[config.mk]
export PLATFORM = sky130hd
export DESIGN_NAME = iir_biquad_mux_antiwindup_flat
export DESIGN_NICKNAME = d
export VERILOG_FILES = /design/src/rtl/iir_biquad_mux_antiwindup_pkg.sv /design/src/rtl/iir_biquad_mux_antiwindup_if.sv /design/src/rtl/iir_biquad_mux_antiwindup_madd.sv /design/src/rtl/iir_biquad_mux_antiwindup.sv /design/src/flat_wrapper.sv
export SDC_FILE = /design/constraint.sdc
export NUM_CORES = 2
export LEC_CHECK = 0
export ABC_AREA = 1
export CELL_PAD_IN_SITES_DETAIL_PLACEMENT = 1
export CELL_PAD_IN_SITES_GLOBAL_PLACEMENT = 1
export CORE_MARGIN = 3
export CORE_UTILIZATION = 38
export CTS_CLUSTER_DIAMETER = 50
export DETAILED_ROUTE_END_ITERATION = 16
export PLACE_DENSITY = 0.81
export SYNTH_ARGS = -nofsm -noshare
export SYNTH_HDL_FRONTEND = slang
export SYNTH_HIERARCHICAL = 1
export SYNTH_SLANG_ARGS = --single-unit
[constraint.sdc]
create_clock -name clk_in -period 8 [get_ports clk_in]
set_input_delay 1.6 -clock clk_in [delete_from_list [all_inputs] [get_ports clk_in]]
set_output_delay 1.6 -clock clk_in [all_outputs]
set_load 0.005 [all_outputs]
[src/rtl/iir_biquad_mux_antiwindup_pkg.sv]
// Shared types and widths for the multiplexed biquad servo filter.
// FSM states plus coefficient/sample/accumulator widths.
package iir_pkg;
  localparam int COEF_W = 35;
  localparam int X_W    = 32;
  localparam int Y_W    = 35;
  localparam int ACC_W  = 70;

  typedef enum logic [3:0] {
    SCAN, LATCH,
    MADD1A, MADD1B, MADD2A, MADD2B,
    MADD3A, MADD3B, MADD4A, MADD4B,
    MADD5A, MADD5B, HOLD
  } state_t;
endpackage

[src/rtl/iir_biquad_mux_antiwindup_if.sv]
// Channel bundle of the biquad servo: controls, taps, rails, samples.
// slave = filter side, master = driver of samples/taps (bench/system).
interface iir_biquad_mux_antiwindup_if #(
  parameter int N_CH            = 2,
  parameter int SIGNAL_IN_SIZE  = 16,
  parameter int SIGNAL_OUT_SIZE = 16
);
  import iir_pkg::*;

  logic [N_CH-1:0]                       on_in;
  logic [COEF_W*N_CH-1:0]                a1_in;
  logic [COEF_W*N_CH-1:0]                a2_in;
  logic [COEF_W*N_CH-1:0]                b0_in;
  logic [COEF_W*N_CH-1:0]                b1_in;
  logic [COEF_W*N_CH-1:0]                b2_in;
  logic [2*N_CH-1:0]                     railed_in;
  logic [N_CH-1:0]                       hold_in;
  logic [SIGNAL_IN_SIZE*N_CH-1:0]        signal_in;
  logic [(SIGNAL_OUT_SIZE+2)*N_CH-1:0]   signal_out;
  logic [N_CH-1:0]                       valid_out;

  modport master (
    output on_in, a1_in, a2_in, b0_in, b1_in, b2_in,
    output railed_in, hold_in, signal_in,
    input  signal_out, valid_out
  );

  modport slave (
    input  on_in, a1_in, a2_in, b0_in, b1_in, b2_in,
    input  railed_in, hold_in, signal_in,
    output signal_out, valid_out
  );
endinterface

[src/rtl/iir_biquad_mux_antiwindup_madd.sv]
// Shared 35x35 signed multiply plus 70-bit add: p = a*b + c.
// Ports: a, b (35b signed operands), c (70b addend), p (70b result).
module iir_mult_add35
  import iir_pkg::*;
(
  input  logic signed [COEF_W-1:0] a,
  input  logic signed [COEF_W-1:0] b,
  input  logic signed [ACC_W-1:0]  c,
  output logic signed [ACC_W-1:0]  p
);
  logic signed [ACC_W-1:0] prod;

  assign prod = ACC_W'(a) * ACC_W'(b);
  assign p    = prod + c;
endmodule

[src/rtl/iir_biquad_mux_antiwindup.sv]
// N_CH-channel biquad servo sharing one multiply-add, round-robin.
// Ports: clk_in, rst_in (sync, active high), bus (channel bundle).
// Optional IIR_SAT_EN: saturate y2out and stored y2h instead of wrapping.
module iir_biquad_mux_antiwindup
  import iir_pkg::*;
#(
  parameter int N_CH            = 2,
  parameter int SIGNAL_IN_SIZE  = 16,
  parameter int SIGNAL_OUT_SIZE = 16,
  parameter int A0_SHIFT        = 26,
  parameter int N_WAIT          = 4
) (
  input logic clk_in,
  input logic rst_in,
  iir_biquad_mux_antiwindup_if.slave bus
);
  localparam int LW = SIGNAL_OUT_SIZE + 2;
  localparam int PW = (N_CH > 1) ? $clog2(N_CH) : 1;
  localparam int WW = (N_WAIT > 1) ? $clog2(N_WAIT) : 1;

  state_t state;
  logic [PW-1:0] ptr, ptr_nx;
  logic [WW-1:0] wcnt;
  logic last, blk;

  logic signed [COEF_W-1:0] a1_l [N_CH];
  logic signed [COEF_W-1:0] a2_l [N_CH];
  logic signed [COEF_W-1:0] b0_l [N_CH];
  logic signed [COEF_W-1:0] b1_l [N_CH];
  logic signed [COEF_W-1:0] b2_l [N_CH];
  logic signed [SIGNAL_IN_SIZE-1:0] sig_l [N_CH];
  logic signed [SIGNAL_IN_SIZE-1:0] sig_q [N_CH];
  logic signed [LW-1:0] byp [N_CH];
  logic signed [LW-1:0] out_q [N_CH];
  logic [N_CH-1:0] rl, rh, valid_q;

  logic signed [X_W-1:0] x1_h [N_CH];
  logic signed [X_W-1:0] x2_h [N_CH];
  logic signed [Y_W-1:0] y1_h [N_CH];
  logic signed [Y_W-1:0] y2h  [N_CH];

  logic signed [X_W-1:0] x0, x1, x_new;
  logic signed [Y_W-1:0] y0, y1, y2, y2_st;
  logic signed [LW-1:0] y2out;
  logic signed [ACC_W-1:0] accum, m_c, p;
  logic signed [COEF_W-1:0] m_a, m_b;

  for (genvar c = 0; c < N_CH; c++) begin : g_lane
    assign a1_l[c]  = bus.a1_in[c*COEF_W +: COEF_W];
    assign a2_l[c]  = bus.a2_in[c*COEF_W +: COEF_W];
    assign b0_l[c]  = bus.b0_in[c*COEF_W +: COEF_W];
    assign b1_l[c]  = bus.b1_in[c*COEF_W +: COEF_W];
    assign b2_l[c]  = bus.b2_in[c*COEF_W +: COEF_W];
    assign sig_l[c] = bus.signal_in[c*SIGNAL_IN_SIZE +: SIGNAL_IN_SIZE];
    assign rl[c]    = bus.railed_in[2*c];
    assign rh[c]    = bus.railed_in[2*c+1];
    if (SIGNAL_OUT_SIZE >= SIGNAL_IN_SIZE) begin : g_up
      assign byp[c] = LW'(sig_q[c]) <<< (SIGNAL_OUT_SIZE - SIGNAL_IN_SIZE);
    end else begin : g_dn
      assign byp[c] = LW'(sig_q[c] >>> (SIGNAL_IN_SIZE - SIGNAL_OUT_SIZE));
    end
  end

  always_comb begin
    bus.signal_out = '0;
    for (int c = 0; c < N_CH; c++) bus.signal_out[c*LW +: LW] = out_q[c];
  end
  assign bus.valid_out = valid_q;

  iir_mult_add35 u_madd (.a(m_a), .b(m_b), .c(m_c), .p(p));

  assign last   = (wcnt == WW'(N_WAIT - 1));
  assign ptr_nx = (ptr == PW'(N_CH - 1)) ? '0 : ptr + PW'(1);
  assign x_new  = X_W'(sig_l[ptr]) <<< (X_W - SIGNAL_IN_SIZE);

  always_comb begin
    y2    = Y_W'(accum >>> A0_SHIFT);
    y2out = y2[Y_W-2 -: LW];
    y2_st = y2;
`ifdef IIR_SAT_EN
    if (y2[Y_W-1] != y2[Y_W-2]) begin
      y2out = y2[Y_W-1] ? {1'b1, {(LW-1){1'b0}}} : {1'b0, {(LW-1){1'b1}}};
      y2_st = Y_W'(y2out) <<< (X_W - SIGNAL_OUT_SIZE);
    end
`endif
  end

  // Writeback veto: hold, or moving further into an active rail.
  assign blk = bus.hold_in[ptr]
             | (rl[ptr] && (y2out < out_q[ptr]))
             | (rh[ptr] && (y2out > out_q[ptr]));

  always_ff @(posedge clk_in) begin
    if (rst_in) begin
      state   <= SCAN;
      ptr     <= '0;
      wcnt    <= '0;
      x0      <= '0;
      x1      <= '0;
      y0      <= '0;
      y1      <= '0;
      accum   <= '0;
      m_a     <= '0;
      m_b     <= '0;
      m_c     <= '0;
      valid_q <= '0;
      for (int c = 0; c < N_CH; c++) begin
        x1_h[c] <= '0;
        x2_h[c] <= '0;
        y1_h[c] <= '0;
        y2h[c]  <= '0;
      end
    end else begin
      valid_q <= '0;
      unique case (state)
        SCAN: begin
          if (bus.on_in[ptr]) begin
            state <= LATCH;
          end else begin
            x1_h[ptr] <= '0;
            x2_h[ptr] <= '0;
            y1_h[ptr] <= '0;
            y2h[ptr]  <= '0;
            ptr       <= ptr_nx;
          end
        end
        LATCH: begin
          x0        <= x1_h[ptr];
          x1        <= x2_h[ptr];
          y0        <= y1_h[ptr];
          y1        <= y2h[ptr];
          x1_h[ptr] <= x2_h[ptr];
          y1_h[ptr] <= y2h[ptr];
          state     <= MADD1A;
        end
        MADD1A: begin
          m_a <= a2_l[ptr]; m_b <= y0; m_c <= '0;
          state <= MADD1B;
        end
        MADD1B: if (last) begin accum <= p; state <= MADD2A; end
        MADD2A: begin
          m_a <= a1_l[ptr]; m_b <= y1; m_c <= accum;
          state <= MADD2B;
        end
        MADD2B: if (last) begin accum <= p; state <= MADD3A; end
        MADD3A: begin
          m_a <= b2_l[ptr]; m_b <= COEF_W'(x0); m_c <= accum;
          state <= MADD3B;
        end
        MADD3B: if (last) begin accum <= p; state <= MADD4A; end
        MADD4A: begin
          m_a <= b1_l[ptr]; m_b <= COEF_W'(x1); m_c <= accum;
          state <= MADD4B;
        end
        // Late capture of the new sample keeps input latency minimal.
        MADD4B: if (last) begin
          accum     <= p;
          x2_h[ptr] <= x_new;
          state     <= MADD5A;
        end
        MADD5A: begin
          m_a <= b0_l[ptr]; m_b <= COEF_W'(x2_h[ptr]); m_c <= accum;
          state <= MADD5B;
        end
        MADD5B: if (last) begin accum <= p; state <= HOLD; end
        HOLD: begin
          if (bus.on_in[ptr]) begin
            valid_q[ptr] <= 1'b1;
            if (!blk) y2h[ptr] <= y2_st;
          end
          ptr   <= ptr_nx;
          state <= SCAN;
        end
        default: state <= SCAN;
      endcase
      if (state inside {MADD1B, MADD2B, MADD3B, MADD4B, MADD5B})
        wcnt <= last ? '0 : wcnt + 1'b1;
    end
  end

  always_ff @(posedge clk_in) begin
    if (rst_in) begin
      for (int c = 0; c < N_CH; c++) begin
        sig_q[c] <= '0;
        out_q[c] <= '0;
      end
    end else begin
      for (int c = 0; c < N_CH; c++) begin
        sig_q[c] <= sig_l[c];
        out_q[c] <= bus.on_in[c] ? y2h[c][Y_W-2 -: LW] : byp[c];
      end
    end
  end
endmodule
[src/flat_wrapper.sv]
// flat-port wrapper written by rule: the top's interface ports become plain ports
module iir_biquad_mux_antiwindup_flat import iir_pkg::*;
#(
  parameter int N_CH            = 2,
  parameter int SIGNAL_IN_SIZE  = 16,
  parameter int SIGNAL_OUT_SIZE = 16,
  parameter int A0_SHIFT        = 26,
  parameter int N_WAIT          = 4
)
  (clk_in, rst_in, bus_on_in, bus_a1_in, bus_a2_in, bus_b0_in, bus_b1_in, bus_b2_in, bus_railed_in, bus_hold_in, bus_signal_in, bus_signal_out, bus_valid_out);
  iir_biquad_mux_antiwindup_if #(.N_CH(N_CH), .SIGNAL_IN_SIZE(SIGNAL_IN_SIZE), .SIGNAL_OUT_SIZE(SIGNAL_OUT_SIZE)) bus_i ();
  input logic clk_in;
  input logic rst_in;
  input wire logic [$bits(bus_i.on_in)-1:0] bus_on_in;
  input wire logic [$bits(bus_i.a1_in)-1:0] bus_a1_in;
  input wire logic [$bits(bus_i.a2_in)-1:0] bus_a2_in;
  input wire logic [$bits(bus_i.b0_in)-1:0] bus_b0_in;
  input wire logic [$bits(bus_i.b1_in)-1:0] bus_b1_in;
  input wire logic [$bits(bus_i.b2_in)-1:0] bus_b2_in;
  input wire logic [$bits(bus_i.railed_in)-1:0] bus_railed_in;
  input wire logic [$bits(bus_i.hold_in)-1:0] bus_hold_in;
  input wire logic [$bits(bus_i.signal_in)-1:0] bus_signal_in;
  output wire logic [$bits(bus_i.signal_out)-1:0] bus_signal_out;
  output wire logic [$bits(bus_i.valid_out)-1:0] bus_valid_out;
  assign bus_i.on_in = bus_on_in;
  assign bus_i.a1_in = bus_a1_in;
  assign bus_i.a2_in = bus_a2_in;
  assign bus_i.b0_in = bus_b0_in;
  assign bus_i.b1_in = bus_b1_in;
  assign bus_i.b2_in = bus_b2_in;
  assign bus_i.railed_in = bus_railed_in;
  assign bus_i.hold_in = bus_hold_in;
  assign bus_i.signal_in = bus_signal_in;
  assign bus_signal_out = bus_i.signal_out;
  assign bus_valid_out = bus_i.valid_out;
  iir_biquad_mux_antiwindup #(.N_CH(N_CH), .SIGNAL_IN_SIZE(SIGNAL_IN_SIZE), .SIGNAL_OUT_SIZE(SIGNAL_OUT_SIZE), .A0_SHIFT(A0_SHIFT), .N_WAIT(N_WAIT)) u_core (.clk_in(clk_in), .rst_in(rst_in), .bus(bus_i));
endmodule
# After elaboration in Yosys (flattened, before gate mapping)
# Memory sizes are Yosys's and may differ from the RTL's. A register that Yosys moved wholly into a read port is not among the register bits.
# Index checks and enable logic that the tools add are counted.
dict set report word_totals {
  memories 6
  input_bits 392
  elab_cells 165
  mem_bits_ro 0
  mem_bits_rw 304
  latchBits 0
  out_inout_bits 38
  ff_bits 286
}
dict set report classes {
  n_addsub 3
  n_mux 89
  magnitude_cmp 5
  multipliers 1
  eq_ne 20
  n_reduce_logical 18
  div_mod_pow 0
  bitwise_logic 13
  shift 0
}
# name depth width read_ports rd_clocked_by_memory_dff wr line
set mem_list {}
lappend mem_list {u_core.y1_h 2 35 1 1 2 iir_biquad_mux_antiwindup.sv:39} ;# logic signed [Y_W-1:0] y1_h [N_CH];
lappend mem_list {u_core.y2h 2 35 3 1 2 iir_biquad_mux_antiwindup.sv:40} ;# logic signed [Y_W-1:0] y2h [N_CH];
lappend mem_list {u_core.x1_h 2 32 1 1 2 iir_biquad_mux_antiwindup.sv:37} ;# logic signed [X_W-1:0] x1_h [N_CH];
lappend mem_list {u_core.out_q 2 18 3 1 2 iir_biquad_mux_antiwindup.sv:34} ;# logic signed [LW-1:0] out_q [N_CH];
lappend mem_list {u_core.sig_q 2 16 2 0 2 iir_biquad_mux_antiwindup.sv:32} ;# logic signed [SIGNAL_IN_SIZE-1:0] sig_q [N_CH];
lappend mem_list {u_core.x2_h 2 16 1 1 2 iir_biquad_mux_antiwindup.sv:38} ;# logic signed [X_W-1:0] x2_h [N_CH];
# operator count
set ops {}
lappend ops {{35-bit two-way mux} 19}
lappend ops {{35-bit case mux with 5 select lines} 2}
lappend ops {{70-bit case mux with 2 select lines} 1}
lappend ops {{16-bit two-way mux} 7}
lappend ops {{18-bit two-way mux} 4}
lappend ops {{70-bit adder} 1}
lappend ops {{35-bit by 35-bit multiplier with 70-bit output} 1}
lappend ops {{35-bit OR reduction} 2}
lappend ops {{32-bit two-way mux} 2}
lappend ops {{4-bit case mux with 12 select lines} 1}
lappend ops {{1-bit two-way mux} 44}
lappend ops {{32-bit OR reduction} 1}
lappend ops {{4-bit two-way mux} 6}
lappend ops {{4-bit equality test, second input constant} 5}
lappend ops {{18-bit > comparator} 1}
lappend ops {{18-bit < comparator} 1}
lappend ops {{4-bit by 3-bit equality test with 1-bit output, second input constant} 4}
lappend ops {{16-bit OR reduction} 1}
lappend ops {{2-bit by 1-bit != test with 1-bit output, second input constant} 6}
lappend ops {{1-bit OR} 10}
lappend ops {{5-bit nonzero test} 2}
lappend ops {{4-bit by 2-bit equality test with 1-bit output, second input constant} 2}
lappend ops {{6-bit AND reduction} 1}
lappend ops {{5-bit OR reduction} 1}
lappend ops {{19 further kinds} 24}

# Logic depth before layout (Yosys ltp)
dict set report logic_depth {
  word_depth 13
  ltp_mapped 35
  mapped_depth_nobuf 33
}

# Hierarchy
# Netlist, hierarchy kept.
# mod instances seq_area_each_um2 cells_per_inst area_per_inst_um2
set modules_own_cells {}
lappend modules_own_cells {iir_mult_add35 1 0.0 6256 50039.2}
lappend modules_own_cells {iir_biquad_mux_antiwindup 1 13933.4 3308 26374.0}

# Worst setup path before layout
# Ideal clock, no wire load.
dict set report synth_timing {
  path_kind {register to register}
  from {reg u_core.m_a[34]}
  to {reg u_core.accum[68]}
  setup_ns 0.070
  path_stages_with_launch 29
  period_less_slack_ns 8.141
  setup_slack_ns -0.141
  arrival_ns 8.070
  required_time_ns 7.930
  n_path_buf 2
  cell_sequence {dfxtp_1 -> clkbuf_1 -> clkbuf_1 -> nand2_1 -> fa_1 -> fa_1 -> fa_1 -> inv_1 -> fa_1 -> inv_1 -> fa_1 -> inv_1 -> fa_1 -> fa_1 -> inv_1 -> fa_1 -> inv_1 -> ha_1 -> a21oi_1 -> o21ai_0 -> a21oi_1 -> nor2_1 -> nor2_1 -> nor2_1 -> nor2_1 -> nand3_1 -> nand2_1 -> nand3_1 -> a21oi_1}
}
dict set report synth_between {
  elab_chain_len 2
}
# item line
set synth_lines {}
lappend synth_lines {{from (decl)} iir_biquad_mux_antiwindup.sv:46} ;# logic signed [COEF_W-1:0] m_a, m_b;
lappend synth_lines {{from (signal assigned)} iir_biquad_mux_antiwindup.sv:142} ;# m_a <= a1_l[ptr]; m_b <= y1; m_c <= accum;
lappend synth_lines {{from (signal assigned)} iir_biquad_mux_antiwindup.sv:147} ;# m_a <= b2_l[ptr]; m_b <= COEF_W'(x0); m_c <= accum;
lappend synth_lines {{from (signal assigned)} iir_biquad_mux_antiwindup.sv:152} ;# m_a <= b1_l[ptr]; m_b <= COEF_W'(x1); m_c <= accum;
lappend synth_lines {{35-bit by 35-bit multiplier with 70-bit output} iir_biquad_mux_antiwindup_madd.sv:13} ;# assign prod = ACC_W'(a) * ACC_W'(b);
lappend synth_lines {{70-bit adder} iir_biquad_mux_antiwindup_madd.sv:14} ;# assign p = prod + c;
lappend synth_lines {{via u_core.p[68]} iir_biquad_mux_antiwindup.sv:45} ;# logic signed [ACC_W-1:0] accum, m_c, p;
lappend synth_lines {{to (signal assigned)} iir_biquad_mux_antiwindup.sv:157} ;# accum <= p;
lappend synth_lines {{to (decl)} iir_biquad_mux_antiwindup.sv:45}
# The timed path passes the listed nets, and every way through them passes these cells.
# A chain may end at the register's enable or synchronous reset.

# Worst setup path in the final report
dict set report layout_timing {
  from {reg u_core.m_b[12]}
  to {reg u_core.accum[46]}
}
dict set report layout_between {
  elab_chain_len 2
}
# item line
set layout_lines {}
lappend layout_lines {{from (decl)} iir_biquad_mux_antiwindup.sv:46}
lappend layout_lines {{from (signal assigned)} iir_biquad_mux_antiwindup.sv:142}
lappend layout_lines {{from (signal assigned)} iir_biquad_mux_antiwindup.sv:147}
lappend layout_lines {{from (signal assigned)} iir_biquad_mux_antiwindup.sv:152}
lappend layout_lines {{35-bit by 35-bit multiplier with 70-bit output} iir_biquad_mux_antiwindup_madd.sv:13}
lappend layout_lines {{70-bit adder} iir_biquad_mux_antiwindup_madd.sv:14}
lappend layout_lines {{via u_core.p[46]} iir_biquad_mux_antiwindup.sv:45}
# The timed path passes the listed nets, and every way through them passes these cells.

==> metrics.csv <==
metric;value;unit
grt_overflow_total;0;
track_usage;0.284;
fin_skew;76.6;ps
r2r_end;u_core/accum[46];
max_slew_margin;0.166;
fmax;130;MHz
cts_hold_buf;0;
syn_area;70900;µm²
rows;157;
critPathArrivalTime;8320;ps
met3_length;12.3;mm
dr.pass1.iters;5;
detail_route.iter0.violations;3866;
area_growth;14.9;%
hp-class;reg2reg;
fin_crit_sh;0.963;
die_h;438;µm
crit_end;u_core/accum[46];
clock_latency;720;ps
drive_above_1_share;0.0607;
maxCapViolations;0;
cp-start-kind;register;
startpoint;u_core/m_b[12];
worstSetupEndpointType;register;
grt_pass1_wl;415;mm
routed-via-count;59400;
detail_route.wl_per_cell;23.3;µm
path_class;reg2reg;
top_layer;met5;
period_minus_slack;7700;ps
hold_viol_final;0;
slowest_stage;fa_1;
root_buffer;clkbuf_16;
grt_max_degree;163;
cp_top_family;adder cells;
rr_worst_depth;25;
status;finished clean;
crit_required;8620;ps
netlist_instances;8888;
finalSetupViolCount;0;
wl_met2;137;mm
r2r_start;u_core/m_b[12];
crit_cells;25;
cts_sinks;576;
io_pins;430;
initial_utilization;0.385;
cts_buffer_depth;3;
postRouteAntennaNets;0;
gp_congestion;0.959;
drc;0;
path_buf_inv;6;
wl_met1;109;mm
yosysWarnings;6;
whs;449;ps
nNetsFinal;11000;
h-tree-depth;3;
core_area;184000;µm²
numCtsBuffers;81;
tightest_slew;1250;ps
crit_fanout;18;
portBuffers;429;
dieArea;192000;µm²
cts_tree;done;
synth.avg_cell_area;7.98;µm²
crit_top_cell;fa_1;
routed_wl;271;mm
slowest_delay;600;ps
die_width;438;µm
cts.clk_slew.worst_paths;60;ps
slew_viol_final;0;
grt_pass1_vias;68500;
reg2reg_slack;300;ps
vias_per_cell;5.11;
synth_nets;10800;
dp_hpwl;213;mm
antenna_found_initial;4;
==> sequential cells by signal, summed over array words and instances, names as in the netlist, 4 cells and up, named ones only <==
signal / cells
u_core/m_a: 35
u_core/y1: 35
u_core/m_b: 35
u_core/out_q: 36
u_core/x2_h: 32
u_core/x0: 16
u_core/y2h: 70
u_core/m_c: 61
u_core/state: 4
u_core/x1: 16
u_core/x1_h: 32
u_core/y0: 35
u_core/y1_h: 70
u_core/sig_q: 32
u_core/accum: 61
==> worst reg2reg max path, cell delays in order, from the launching register on <==
cell	delay (ps)
dfxtp_4	470
clkbuf_16	250
nand2_1	130
inv_1	90
fa_1	450
fa_1	570
inv_1	80
fa_1	600
fa_1	460
fa_1	570
inv_1	60
fa_1	450
fa_1	490
inv_1	50
fa_1	530
inv_1	70
ha_1	400
a21oi_1	250
o21ai_0	180
a21oi_1	400
o21ai_0	200
nand2_1	100
nand3b_1	170
xor2_2	270
o21ai_0	160
a21oi_1	180
==> timing repair <==
action / 4_1_cts / 5_1_grt
pin swaps: 0 / 4
buffers inserted: 2 / 5
cloned: 0 / 1
gates resized for setup: 2 / 53
setup endpoints to repair: 2 / 19
==> through the flow <==
stage                     TNS (ps)  std cells  setup slack [ps]  cell area (µm²)  utilization
after floorplan                  0       8888               331            70900            -
after global placement           0      11500               100            78500        0.426
after detailed placement     -14.5      11500             -14.5            78500        0.426
after CTS                        0      11600              35.5            81300        0.441
after global routing         -60.7      11600             -28.3            81500        0.442
final                            0      11600               299            81500        0.442
==> cells in the final DEF (no fill, tap or decap), drive strengths merged, types with 158 or more instances in the layout <==
cell,n
fa,1308
nand3,158
ha,243
dfxtp,372
o21ai,233
buf,213
nor2,446
edfxtp,204
nand2,2539
inv,2218
clkdlybuf4s50,428
a21oi,277
==> final cells by class <==
type	instances	area, µm²
fill	22200	103000
multi-input combinational	5591	47200
sequential	576	13600
inverter	2202	8290
timing repair buffer	642	6540
tap	2464	3080
clock buffer	98	2150
clock inverter	52	646
antenna	3	7.51
==> routing by layer <==
| layer | vias up | GRT usage |
|---|---|---|
| li1 | 26100 | - |
| met1 | 30900 | 0.352 |
| met2 | 1749 | 0.500 |
| met3 | 585 | 0.0315 |
| met4 | 2 | 0.119 |
| met5 | - | 0 |
==> how the worst min path moves through the flow <==
stage | start | to | slack [ps] | cells past startpoint
after CTS | u_core/sig_q[0][19] | u_core/out_q[1][3] | 450 | 2
after global placement | u_core/m_c[53] | u_core/m_c[53] | 450 | 2
after floorplan | u_core/m_c[59] | u_core/m_c[59] | 440 | 2
after detailed placement | u_core/accum[1] | u_core/accum[1] | 450 | 2
final | u_core/sig_q[0][19] | u_core/out_q[1][3] | 450 | 2
after global routing | u_core/m_c[25] | u_core/m_c[25] | 480 | 2
Power is left out: the tool's default activity adds up to more than one toggle a clock period on the data nets, which glitch-free logic cannot reach.
